==> config.mk <==
export PLATFORM = sky130hd
export DESIGN_NAME = spi_dut_bridge
export DESIGN_NICKNAME = d
export VERILOG_FILES = /design/src/rtl/spi_dut_bridge_pkg.sv /design/src/rtl/test_watchdog.sv /design/src/rtl/spi_dut_bridge.sv
export SDC_FILE = /design/constraint.sdc
export NUM_CORES = 1
export LEC_CHECK = 0
export ABC_AREA = 1
export BUFFER_PORTS_ARGS = -buffer_cell sky130_fd_sc_hd__buf_4
export CAP_MARGIN = 20
export CORE_MARGIN = 4
export CORE_UTILIZATION = 50
export CTS_CLUSTER_DIAMETER = 30
export DETAILED_ROUTE_END_ITERATION = 6
export PLACE_DENSITY = 0.81
export SKIP_CTS_REPAIR_TIMING = 1
export SYNTH_ARGS = -nofsm -noshare
export SYNTH_HDL_FRONTEND = slang
export SYNTH_SLANG_ARGS = --single-unit
==> constraint.sdc <==
create_clock -name CLK_SYS -period 12.1 [get_ports CLK_SYS]
set_clock_uncertainty 0.2 [all_clocks]
set_input_delay 3.025 -clock CLK_SYS [delete_from_list [all_inputs] [get_ports CLK_SYS]]
set_output_delay 3.025 -clock CLK_SYS [all_outputs]
set_load 0.05 [all_outputs]
==> src/rtl/spi_dut_bridge_pkg.sv <==
// Shared encodings for the SPI-to-DUT command bridge: commands, FSM states, CONTROL flag positions.
package spi_dut_bridge_pkg;
   localparam int CMD_STATUS  = 0;
   localparam int CMD_CONTROL = 1;
   localparam int CMD_WRITE   = 2;
   localparam int CMD_READ    = 3;

   localparam logic [2:0] S_IDLE       = 3'd0;
   localparam logic [2:0] S_DECODE     = 3'd1;
   localparam logic [2:0] S_WRITE      = 3'd2;
   localparam logic [2:0] S_READ_WAIT  = 3'd3;
   localparam logic [2:0] S_READ_LATCH = 3'd4;
   localparam logic [2:0] S_RUN        = 3'd5;

   // CONTROL flags are counted down from the data MSB
   localparam int CTRL_START_OFS    = 0;
   localparam int CTRL_LED_OFS      = 1;
   localparam int CTRL_AUTO_INC_OFS = 2;

   function automatic int ceil_div(input int num, input int den);
      return (num + den - 1) / den;
   endfunction
endpackage

==> src/rtl/test_watchdog.sv <==
// Test-run watchdog: down-counter loaded at test start, expires on its terminal count while enabled.
module test_watchdog
   import spi_dut_bridge_pkg::*;
#(
   parameter int TIMEOUT_CYCLES = 1_000_000
) (
   input  logic clk_sys,
   input  logic rst,
   input  logic load,
   input  logic en,
   output logic expire
);
   generate
      if (TIMEOUT_CYCLES > 0) begin : g_cnt
         localparam int CNT_W = $clog2(TIMEOUT_CYCLES + 1);
         logic [CNT_W-1:0] cnt_q, cnt_d;

         always_comb begin
            cnt_d = cnt_q;
            if (load)
               cnt_d = CNT_W'(TIMEOUT_CYCLES - 1);
            else if (en && (cnt_q != '0))
               cnt_d = cnt_q - CNT_W'(1);
         end

         always_ff @(posedge clk_sys or posedge rst) begin
            if (rst) cnt_q <= '0;
            else     cnt_q <= cnt_d;
         end

         assign expire = en && (cnt_q == '0);
      end else begin : g_off
         logic unused_tie;
         assign unused_tie = ^{clk_sys, rst, load, en};
         assign expire     = 1'b0;
      end
   endgenerate
endmodule

==> src/rtl/spi_dut_bridge.sv <==
// Decodes SPI command words into DUT register accesses, test starts and LED control;
// one response word is produced per transaction.
//
// state        | meaning
// S_IDLE       | waiting for a word edge
// S_DECODE     | captured word is decoded, response/DUT drive computed
// S_WRITE      | one-cycle write strobe
// S_READ_WAIT  | DUT_ADR/DUT_RnW held for the read latency
// S_READ_LATCH | DUT_DOUT latched into the response
// S_RUN        | test running, watchdog active
module spi_dut_bridge
   import spi_dut_bridge_pkg::*;
#(
   parameter int BITWIDTH       = 24,
   parameter int BITWIDTH_CMDS  = 2,
   parameter int BITWIDTH_ADR   = 6,
   parameter int BITWIDTH_DATA  = 16,
   parameter int BITWIDTH_HEAD  = 32,
   parameter int NUM_DUT        = 5,
   parameter int READ_LATENCY   = 1,
   parameter int TIMEOUT_CYCLES = 1_000_000
) (
   input  logic                         CLK_SYS,
   input  logic                         RST,
   input  logic                         FIFO_RDY,
   input  logic [BITWIDTH-1:0]          FIFO_DIN,
   output logic [BITWIDTH-1:0]          FIFO_DOUT,
   output logic                         LED_CONTROL,
   output logic                         DUT_DO_TEST,
   output logic [$clog2(NUM_DUT):0]     DUT_SEL,
   output logic [BITWIDTH_ADR-1:0]      DUT_ADR,
   output logic                         DUT_RnW,
   output logic                         DUT_WR_EN,
   output logic [BITWIDTH_DATA-1:0]     DUT_DIN,
   input  logic [BITWIDTH_DATA-1:0]     DUT_DOUT,
   input  logic [BITWIDTH_HEAD-1:0]     DUT_HEADER,
   input  logic                         DUT_RDY,
   output logic                         BUSY,
   output logic                         ERR
);
   localparam int CMD_W = BITWIDTH_CMDS;
   localparam int AW    = BITWIDTH_ADR;
   localparam int DW    = BITWIDTH_DATA;
   localparam int SEL_W = $clog2(NUM_DUT) + 1;
   localparam int NCH   = ceil_div(BITWIDTH_HEAD, DW);
   localparam int HPW   = NCH * DW;
   localparam int PAD_W = DW - 6 - SEL_W;
   localparam int LAT_W = 4;

   logic                rdy_q, rdy_d, rdy_d1_q, rdy_d1_d;
   logic [2:0]          state_q, state_d;
   logic [BITWIDTH-1:0] word_q, word_d, fifo_dout_q, fifo_dout_d;
   logic [AW-1:0]       ptr_q, ptr_d, dut_adr_q, dut_adr_d;
   logic                auto_inc_q, auto_inc_d, led_q, led_d;
   logic [SEL_W-1:0]    sel_q, sel_d;
   logic                timeout_q, timeout_d, err_busy_q, err_busy_d;
   logic                do_test_q, do_test_d, rnw_q, rnw_d, wr_en_q, wr_en_d;
   logic [DW-1:0]       din_q, din_d;
   logic [LAT_W-1:0]    lat_q, lat_d;

   logic                word_edge, wd_load, wd_expire;
   logic [CMD_W-1:0]    w_cmd, f_cmd;
   logic [AW-1:0]       w_adr, f_adr, stat_adr, eff_adr;
   logic [DW-1:0]       w_data, stat_data;
   logic [HPW-1:0]      head_pad, head_shift;

   assign word_edge = rdy_q & ~rdy_d1_q;
   assign w_cmd     = word_q[BITWIDTH-1 -: CMD_W];
   assign w_adr     = word_q[DW +: AW];
   assign w_data    = word_q[DW-1:0];
   assign f_cmd     = FIFO_DIN[BITWIDTH-1 -: CMD_W];
   assign f_adr     = FIFO_DIN[DW +: AW];
   assign eff_adr   = auto_inc_q ? ptr_q : w_adr;
   assign head_pad  = HPW'(DUT_HEADER);
   // STATUS words arriving during RUN are served straight from the FIFO word
   assign stat_adr  = (state_q == S_RUN) ? f_adr : w_adr;

   always_comb begin
      head_shift = '0;
      stat_data  = '0;
      if (stat_adr == '0) begin
         stat_data = {timeout_q, err_busy_q, state_q == S_RUN, DUT_RDY, auto_inc_q, led_q,
                      {PAD_W{1'b0}}, sel_q};
      end else if (int'(stat_adr) <= NCH) begin
         head_shift = head_pad >> ((int'(stat_adr) - 1) * DW);
         stat_data  = head_shift[DW-1:0];
      end
   end

   test_watchdog #(.TIMEOUT_CYCLES(TIMEOUT_CYCLES)) u_watchdog (
      .clk_sys (CLK_SYS),
      .rst     (RST),
      .load    (wd_load),
      .en      (state_q == S_RUN),
      .expire  (wd_expire)
   );

   always_comb begin
      rdy_d       = FIFO_RDY;
      rdy_d1_d    = rdy_q;
      state_d     = state_q;
      word_d      = word_q;
      fifo_dout_d = fifo_dout_q;
      ptr_d       = ptr_q;
      dut_adr_d   = dut_adr_q;
      auto_inc_d  = auto_inc_q;
      led_d       = led_q;
      sel_d       = sel_q;
      timeout_d   = timeout_q;
      err_busy_d  = err_busy_q;
      do_test_d   = 1'b0;
      rnw_d       = rnw_q;
      wr_en_d     = 1'b0;
      din_d       = din_q;
      lat_d       = lat_q;
      wd_load     = 1'b0;

      case (state_q)
         S_IDLE: begin
            if (word_edge) begin
               word_d  = FIFO_DIN;
               state_d = S_DECODE;
            end
         end
         S_DECODE: begin
            state_d = S_IDLE;
            case (w_cmd)
               CMD_W'(CMD_STATUS): begin
                  fifo_dout_d = {w_cmd, w_adr, stat_data};
                  if (w_adr == '0) begin
                     timeout_d  = 1'b0;
                     err_busy_d = 1'b0;
                  end
               end
               CMD_W'(CMD_CONTROL): begin
                  fifo_dout_d = {w_cmd, w_adr, w_data};
                  led_d       = w_data[DW-1-CTRL_LED_OFS];
                  auto_inc_d  = w_data[DW-1-CTRL_AUTO_INC_OFS];
                  ptr_d       = w_adr;
                  if (w_data[SEL_W-1:0] < SEL_W'(NUM_DUT)) sel_d = w_data[SEL_W-1:0];
                  else                                     err_busy_d = 1'b1;
                  if (w_data[DW-1-CTRL_START_OFS]) begin
                     do_test_d = 1'b1;
                     wd_load   = 1'b1;
                     state_d   = S_RUN;
                  end
               end
               CMD_W'(CMD_WRITE): begin
                  fifo_dout_d = {w_cmd, eff_adr, w_data};
                  dut_adr_d   = eff_adr;
                  din_d       = w_data;
                  rnw_d       = 1'b0;
                  wr_en_d     = 1'b1;
                  if (auto_inc_q) ptr_d = ptr_q + AW'(1);
                  state_d     = S_WRITE;
               end
               default: begin
                  dut_adr_d = eff_adr;
                  rnw_d     = 1'b1;
                  if (auto_inc_q) ptr_d = ptr_q + AW'(1);
                  if (READ_LATENCY == 0) begin
                     state_d = S_READ_LATCH;
                  end else begin
                     lat_d   = LAT_W'(READ_LATENCY - 1);
                     state_d = S_READ_WAIT;
                  end
               end
            endcase
         end
         S_WRITE: begin
            rnw_d   = 1'b1;
            state_d = S_IDLE;
         end
         S_READ_WAIT: begin
            if (lat_q == '0) state_d = S_READ_LATCH;
            else             lat_d   = lat_q - LAT_W'(1);
         end
         S_READ_LATCH: begin
            fifo_dout_d = {CMD_W'(CMD_READ), dut_adr_q, DUT_DOUT};
            state_d     = S_IDLE;
         end
         S_RUN: begin
            if (word_edge) begin
               if (f_cmd == CMD_W'(CMD_STATUS)) begin
                  fifo_dout_d = {f_cmd, f_adr, stat_data};
                  if (f_adr == '0) begin
                     timeout_d  = 1'b0;
                     err_busy_d = 1'b0;
                  end
               end else begin
                  err_busy_d = 1'b1;
               end
            end
            // DUT_RDY is ignored in the first RUN cycle, flagged by the start pulse
            if (!do_test_q && DUT_RDY) begin
               state_d = S_IDLE;
            end else if (wd_expire) begin
               timeout_d = 1'b1;
               state_d   = S_IDLE;
            end
         end
         default: state_d = S_IDLE;
      endcase

      if (word_edge && (state_q != S_IDLE) && (state_q != S_RUN))
         err_busy_d = 1'b1;
   end

   always_ff @(posedge CLK_SYS or posedge RST) begin
      if (RST) begin
         rdy_q       <= 1'b0;
         rdy_d1_q    <= 1'b0;
         state_q     <= S_IDLE;
         word_q      <= '0;
         fifo_dout_q <= '0;
         ptr_q       <= '0;
         dut_adr_q   <= '0;
         auto_inc_q  <= 1'b0;
         led_q       <= 1'b0;
         sel_q       <= '0;
         timeout_q   <= 1'b0;
         err_busy_q  <= 1'b0;
         do_test_q   <= 1'b0;
         rnw_q       <= 1'b1;
         wr_en_q     <= 1'b0;
         din_q       <= '0;
         lat_q       <= '0;
      end else begin
         rdy_q       <= rdy_d;
         rdy_d1_q    <= rdy_d1_d;
         state_q     <= state_d;
         word_q      <= word_d;
         fifo_dout_q <= fifo_dout_d;
         ptr_q       <= ptr_d;
         dut_adr_q   <= dut_adr_d;
         auto_inc_q  <= auto_inc_d;
         led_q       <= led_d;
         sel_q       <= sel_d;
         timeout_q   <= timeout_d;
         err_busy_q  <= err_busy_d;
         do_test_q   <= do_test_d;
         rnw_q       <= rnw_d;
         wr_en_q     <= wr_en_d;
         din_q       <= din_d;
         lat_q       <= lat_d;
      end
   end

   assign FIFO_DOUT   = fifo_dout_q;
   assign LED_CONTROL = led_q;
   assign DUT_DO_TEST = do_test_q;
   assign DUT_SEL     = sel_q;
   assign DUT_ADR     = dut_adr_q;
   assign DUT_RnW     = rnw_q;
   assign DUT_WR_EN   = wr_en_q;
   assign DUT_DIN     = din_q;
   assign BUSY        = (state_q != S_IDLE);
   assign ERR         = timeout_q | err_busy_q;
endmodule

=== Word-level counts from Yosys, hierarchy flattened ===
Cells that the tools add are included.

* Output and inout bits: 56
* Input bits: 76
* Word-level logic and storage cells: 135
* Flip-flop bits (word level): 116

* Multiplexer cells: 44
* Bitwise logic cells: 5
* Reductions and logical operators: 37
* Eq/ne operators: 24
* $lt $le $gt $ge: 2
* Shift-type cells: 1
* $add $sub $neg: 4

{| class="wikitable"
|+ Operators with widths
! cell !! count
|-
| 24-bit case mux with 3 select lines || 2
|-
| 24-bit two-way mux || 2
|-
| 20-bit two-way mux || 2
|-
| 16-bit two-way mux || 2
|-
| 32-bit by 32-bit right shift with 16-bit output || 1
|-
| 20-bit zero test || 1
|-
| 4-bit != test, second input constant || 5
|-
| 20-bit nonzero test || 1
|-
| 20-bit by 1-bit subtractor with 20-bit output, second input constant || 1
|-
| 6-bit zero test || 3
|-
| 6-bit two-way mux || 3
|-
| 2-bit != test, second input constant || 9
|-
| 1-bit two-way mux || 17
|-
| 3-bit two-way mux || 5
|-
| 3-bit AND reduction || 5
|-
| 3-bit case mux with 4 select lines || 1
|-
| 6-bit case mux with 2 select lines || 1
|-
| 1-bit case mux with 2 select lines || 5
|-
| 2-bit AND reduction || 5
|-
| 2-bit nonzero test || 5
|-
| 3-bit != test, second input constant || 3
|-
| 3-bit case mux with 3 select lines || 1
|-
| 3-bit nonzero test || 3
|-
| 4-bit two-way mux || 2
|-
| other kinds (23) || 32
|}

=== Depth between registers and ports, before layout ===
* Depth after elaboration: 9
* Mapped depth: 20
* Depth with buffers taken out: 18

=== Hierarchy ===
From an unflattened synthesis, not the netlist that was laid out.

* Cell total of the unflattened synthesis: 955
* Area, all modules: 6939.2 µm²

{| class="wikitable"
|+ By module, submodules not included
! module !! times used !! area an instance (µm²) !! cells each
|-
| spi_dut_bridge || 1 || 5539.1 || 743
|-
| test_watchdog || 1 || 1400.1 || 212
|}

=== Worst setup path after synthesis ===
OpenSTA, ideal clock, no wires.

* Kind: in2reg
* Start: input port FIFO_DIN[16]
* End: register fifo_dout_q[13] (netlist: FIFO_DOUT[13])
* Cell stages on the path: 14
* Arrival time: 4.720 ns
* Slack: 7.062 ns
* Data required time: 11.782 ns
* Path through: nand4_1 nand2_1 buf_4 inv_1 buf_4 ha_1 nand3_1 nor2_1 nand2_4 buf_4 a31oi_1 a21oi_1 a21oi_1 nor2_1

* Cells in the longest elaborated chain, start to end: 8

{| class="wikitable"
|+ Ends and longest elaborated chain
! element !! line !! text
|-
| from (decl) || spi_dut_bridge.sv:26 || <nowiki>input logic [BITWIDTH-1:0] FIFO_DIN,</nowiki>
|-
| 6-bit two-way mux * || spi_dut_bridge.sv:76 || <nowiki>assign stat_adr = (state_q == S_RUN) ? f_adr : w_adr;</nowiki>
|-
| 6-bit by 1-bit subtractor with 7-bit output || spi_dut_bridge.sv:85 || <nowiki>head_shift = head_pad >> ((int'(stat_adr) - 1) * DW);</nowiki>
|-
| 32-bit by 32-bit right shift with 16-bit output || spi_dut_bridge.sv:85 ||
|-
| 16-bit two-way mux || spi_dut_bridge.sv:84 || <nowiki>end else if (int'(stat_adr) <= NCH) begin</nowiki>
|-
| 16-bit two-way mux * || spi_dut_bridge.sv:81 || <nowiki>if (stat_adr == '0) begin</nowiki>
|-
| 24-bit two-way mux || spi_dut_bridge.sv:184 || <nowiki>if (f_cmd == CMD_W'(CMD_STATUS)) begin</nowiki>
|-
| 24-bit two-way mux || spi_dut_bridge.sv:183 || <nowiki>if (word_edge) begin</nowiki>
|-
| 24-bit case mux with 3 select lines * || spi_dut_bridge.sv:118 || <nowiki>case (state_q)</nowiki>
|-
| to (signal assigned) || spi_dut_bridge.sv:233 || <nowiki>fifo_dout_q <= fifo_dout_d;</nowiki>
|-
| to (decl) || spi_dut_bridge.sv:52 || <nowiki>logic [BITWIDTH-1:0] word_q, word_d, fifo_dout_q, fifo_dout_d;</nowiki>
|}

Mark *: on every way between the ends. The rest lies on a longest branch, timed or not. The select of a mux whose other input is x is not followed.
A chain may end at the register's enable or synchronous reset.

=== Worst setup path in the final report ===
* Start: input port FIFO_DIN[16]
* End: register fifo_dout_q[0] (netlist: FIFO_DOUT[0])

Same word-level chain as after synthesis.

==> out/qor.tcl <==
set qor(setup_repair_after_global_routing_missed_its_margin) {no}
set qor(wire_length_of_the_first_global_routing_pass_um) 31030
set qor(synth.area.top_cells) {sky130_fd_sc_hd__dfrtp_1 45%, sky130_fd_sc_hd__nand2_1 12%, sky130_fd_sc_hd__nor2_1 6.6%}
set qor(cp_data_required_time_ns) 12.24
set qor(finalMaxSlewViolations) 0
set qor(yosys.area.top_type_share_pct) 44.68
set qor(floorplan.rows) 41
set qor(synth_cells) 860
set qor(place.gp.congestion) 0.9474
set qor(outcome) {finished clean}
set qor(remaining_drc_errors) 0
set qor(final_hold_viol_count) 0
set qor(clock_power_share_pct) 19.9
set qor(port_buffers) 131
set qor(async_reset_ff_share_pct) 100.0
set qor(maximum_number_of_pins_on_one_net_before_global_route_repair) 67
set qor(clockBufferDepth) 2
set qor(final_layout_size_suffix_gt1_share_pct) 19.56
set qor(yosys_register_bits) 116
set qor(via_per_inst) 5.566
set qor(swShare_pct) 50.17
set qor(io_pins) 132
set qor(cts_buffers) 17
set qor(yosysTopAreaCell) {sky130_fd_sc_hd__dfrtp_1}
set qor(tightest_slew_ns) 0.8632
set qor(layout.cell_area.non_filler_um2) 8133
set qor(initialDrtViolationCount) 832
set qor(number_of_global_route_vias_before_repair) 6214
set qor(yosys-top-cells-count) {214 x sky130_fd_sc_hd__nand2_1, 115 x sky130_fd_sc_hd__dfrtp_1, 114 x sky130_fd_sc_hd__nor2_1}
set qor(cts.htree.levels) 4
set qor(simple_gate_portion_of_the_synthesized_area_pct) 28.17
set qor(synth_seq_area_share_pct) 45.09
set qor(clock_insertion_delay_worst_skew_ns) 0.43
set qor(power_switching_w) 0.001353
set qor(arrival_ns) 5.85
set qor(p_int_w) 0.001344
set qor(timing.max_slew.rel_slack_pct) 42.45
set qor(drt-pass1-iter-count) 6
set qor(die_h_um) 121.5
set qor(die_area_um2) 14760
set qor(synth_compound_gate_area_share_pct) 16.05
set qor(post_synth_cell_types) 45
set qor(worstSetupStartpointType) {input port}
set qor(routedWlPerCell_um) 16.94
set qor(min_period_over_period_pct) 47.22
set qor(path_class) {input port to register}
set qor(leakage_nw) 4.017
set qor(synth_nets) 946
set qor(yosysMostFrequentCell) {sky130_fd_sc_hd__nand2_1}
set qor(initial_core_util_pct) 51.04
set qor(n_antenna_cell) 0
set qor(yosysWarnings) 0
set qor(pwr-share-comb_pct) 53.6
set qor(grtUsageTotal_pct) 27.00
set qor(syn_area_um2) 6441
set qor(xor_xnor_fraction_of_synth_area_pct) 0.5439
set qor(dominant_combinational_cell_family_by_area_after_synthesis) {simple AND/OR/NAND/NOR gates}
set qor(report.final.setup_viol) 0
set qor(grt-ovfl-total) 0
set qor(cts_root_buffer) {sky130_fd_sc_hd__clkbuf_16}
set qor(horizontal_die_dimension_um) 121.5
set qor(vias) 6479
set qor(min_path_type) {register to register}
set qor(critical_path.endpoint_type) {register}
set qor(synth_fa_ha_area_share_pct) 1.943
set qor(most_used_dff_post_synth) {sky130_fd_sc_hd__dfrtp_1}
set qor(tritoncts) {yes}
set qor(critical_path.max_fanout) 21
set qor(setup_tns_ns) 0
set qor(dpl-instance-area_um2) 7501
set qor(antenna_found_initial) 0
set qor(nNetsFinal) 1065
set qor(synth.area.mux_share_pct) 0.5245
set qor(max_cap_viol_count) 0
set qor(synth_enable_flop_cells) 0
set qor(synthesis.area_per_instance_um2) 7.490
set qor(vdd_ir_drop_max_v) 0.0002109
set qor(wl_um) 19720
set qor(fill_cells) 1137
set qor(place.detailed.hpwl_um) 14040
set qor(power.sequential.fraction_pct) 26.5
set qor(worst_setup_hold_path_clk_slew_ns) 0.05
set qor(post-route-min-period_ns) 5.714
set qor(coreArea_um2) 12620
set qor(area.growth.synth_to_final_pct) 26.26
set qor(cts.sinks) 116
set qor(fmax_mhz) 175.0
set qor(postRouteAntennaNets) 0
set qor(power_density_nw_per_um2) 331.5
## logic make-up (layout without fill, tap and decap cells)
group / after synthesis / after routing
adders and majority gates: 10 / 10
xor gates and xnor gates: 4 / 4
DFF: 116 / 116
buffers and inverters: 122 / 254
muxes: 3 / 3
AOI/OAI and AO/OA: 182 / 182
and+or+nand+nor: 423 / 423
## layer usage
metal / global-route usage (%) / wire length (µm) / vias to the layer above
met3: 5.828 / 1979 / 34
met4: 10.85 / 456 / 0
met1: 37.25 / 8318 / 3034
met5: 0 / 0 / -
met2: 41.66 / 8963 / 336
li1: - / - / 3075
## layout make-up
class	instances	area [µm²]	share of cell area, %
tap	172	215.2	2.646
inverter	88	334.1	4.108
multi-input combinational	622	3042	37.40
clock buffer	17	425.4	5.231
timing repair buffer	134	1006	12.37
clock inverter	15	206.4	2.538
sequential	116	2904	35.71
## per-stage QoR
step                hold WS [ns]  power, W  util (%)  setup WS [ns]  instances
floorplan                 0.1537  0.001736         -          5.804        860
global placement          0.1585  0.002103     59.44          6.217       1132
detailed placement        0.1637  0.002132     59.44          6.040       1132
CTS                       0.1762  0.002685     64.45          6.464       1164
global route              0.2012  0.002866     64.45          6.120       1164
finish                    0.1734  0.002696     64.45          6.386       1164
## worst max-delay path, cell delays in order
cell and delay (ns):
sky130_fd_sc_hd__buf_4 0.12, sky130_fd_sc_hd__nand4_1 0.22, sky130_fd_sc_hd__nand2_1 0.47, sky130_fd_sc_hd__inv_1 0.50
sky130_fd_sc_hd__ha_1 0.24, sky130_fd_sc_hd__nand3_1 0.13, sky130_fd_sc_hd__nor2_1 0.24, sky130_fd_sc_hd__nand2_4 0.20
sky130_fd_sc_hd__inv_2 0.17, sky130_fd_sc_hd__nand2_1 0.07, sky130_fd_sc_hd__nand2_1 0.09, sky130_fd_sc_hd__nand2_1 0.05
sky130_fd_sc_hd__nand2_1 0.08, sky130_fd_sc_hd__nand2_1 0.05, sky130_fd_sc_hd__a21oi_1 0.16
## worst paths after layout
check / startpoint / to / slack (ns) / depth (start not counted)
max: FIFO_DIN[16] / FIFO_DOUT[0] / 6.39 / 15
min: rdy_d1_d / rdy_d1_q / 0.17 / 0
max reg2reg: state_q[2] / FIFO_DOUT[0] / 8.17 / 15
min reg2reg: rdy_d1_d / rdy_d1_q / 0.17 / 0
max in group asynchronous: RST / word_q[17] / 7.92 / 3
min in group asynchronous: RST / DUT_DIN[6] / 2.48 / 2
## registers in the layout, indices dropped and copies added, names as in the netlist, 3 cells and up
name                    flops
FIFO_DOUT                  24
word_q                     24
u_watchdog.g_cnt.cnt_q     20
DUT_DIN                    16
DUT_ADR                     6
ptr_q                       6
DUT_SEL                     4
lat_q                       4
state_q                     3
## power by group through the flow
stage / clock network, W / logic [W] / registers (W)
detailed placement: 0 / 0.00142 / 0.000712
CTS: 0.000541 / 0.00143 / 0.000710
global route: 0.000559 / 0.00157 / 0.000734
floorplan: 0 / 0.000774 / 0.000961
finish: 0.000536 / 0.00144 / 0.000715
global placement: 0 / 0.00140 / 0.000707
## cell usage in the layout (no fill, tap or decap), types with 3 or more instances in the layout
| cell | instances |
|---|---|
| sky130_fd_sc_hd__inv_2 | 4 |
| sky130_fd_sc_hd__xor2_1 | 4 |
| sky130_fd_sc_hd__nand3b_1 | 5 |
| sky130_fd_sc_hd__nand3_1 | 51 |
| sky130_fd_sc_hd__nor2_1 | 114 |
| sky130_fd_sc_hd__a31oi_1 | 6 |
| sky130_fd_sc_hd__nor4_1 | 4 |
| sky130_fd_sc_hd__mux2_2 | 3 |
| sky130_fd_sc_hd__o21ai_0 | 65 |
| sky130_fd_sc_hd__a21oi_1 | 63 |
| sky130_fd_sc_hd__inv_1 | 82 |
| sky130_fd_sc_hd__a211oi_1 | 15 |
| sky130_fd_sc_hd__clkinv_4 | 5 |
| sky130_fd_sc_hd__nand4_1 | 5 |
| sky130_fd_sc_hd__or2_2 | 3 |
| sky130_fd_sc_hd__buf_4 | 134 |
| sky130_fd_sc_hd__nand2_2 | 4 |
| sky130_fd_sc_hd__o21ai_1 | 5 |
| sky130_fd_sc_hd__o211ai_1 | 11 |
| sky130_fd_sc_hd__bufinv_16 | 4 |
| sky130_fd_sc_hd__ha_1 | 10 |
| sky130_fd_sc_hd__nand2_1 | 214 |
| sky130_fd_sc_hd__a41oi_1 | 5 |
| sky130_fd_sc_hd__o22ai_1 | 5 |
| sky130_fd_sc_hd__clkbuf_16 | 17 |
| sky130_fd_sc_hd__or2_0 | 4 |
| sky130_fd_sc_hd__nor3_1 | 8 |
| sky130_fd_sc_hd__dfrtp_1 | 115 |
| sky130_fd_sc_hd__clkinv_2 | 3 |
No activity file was read; power rests on OpenSTA's default activity.
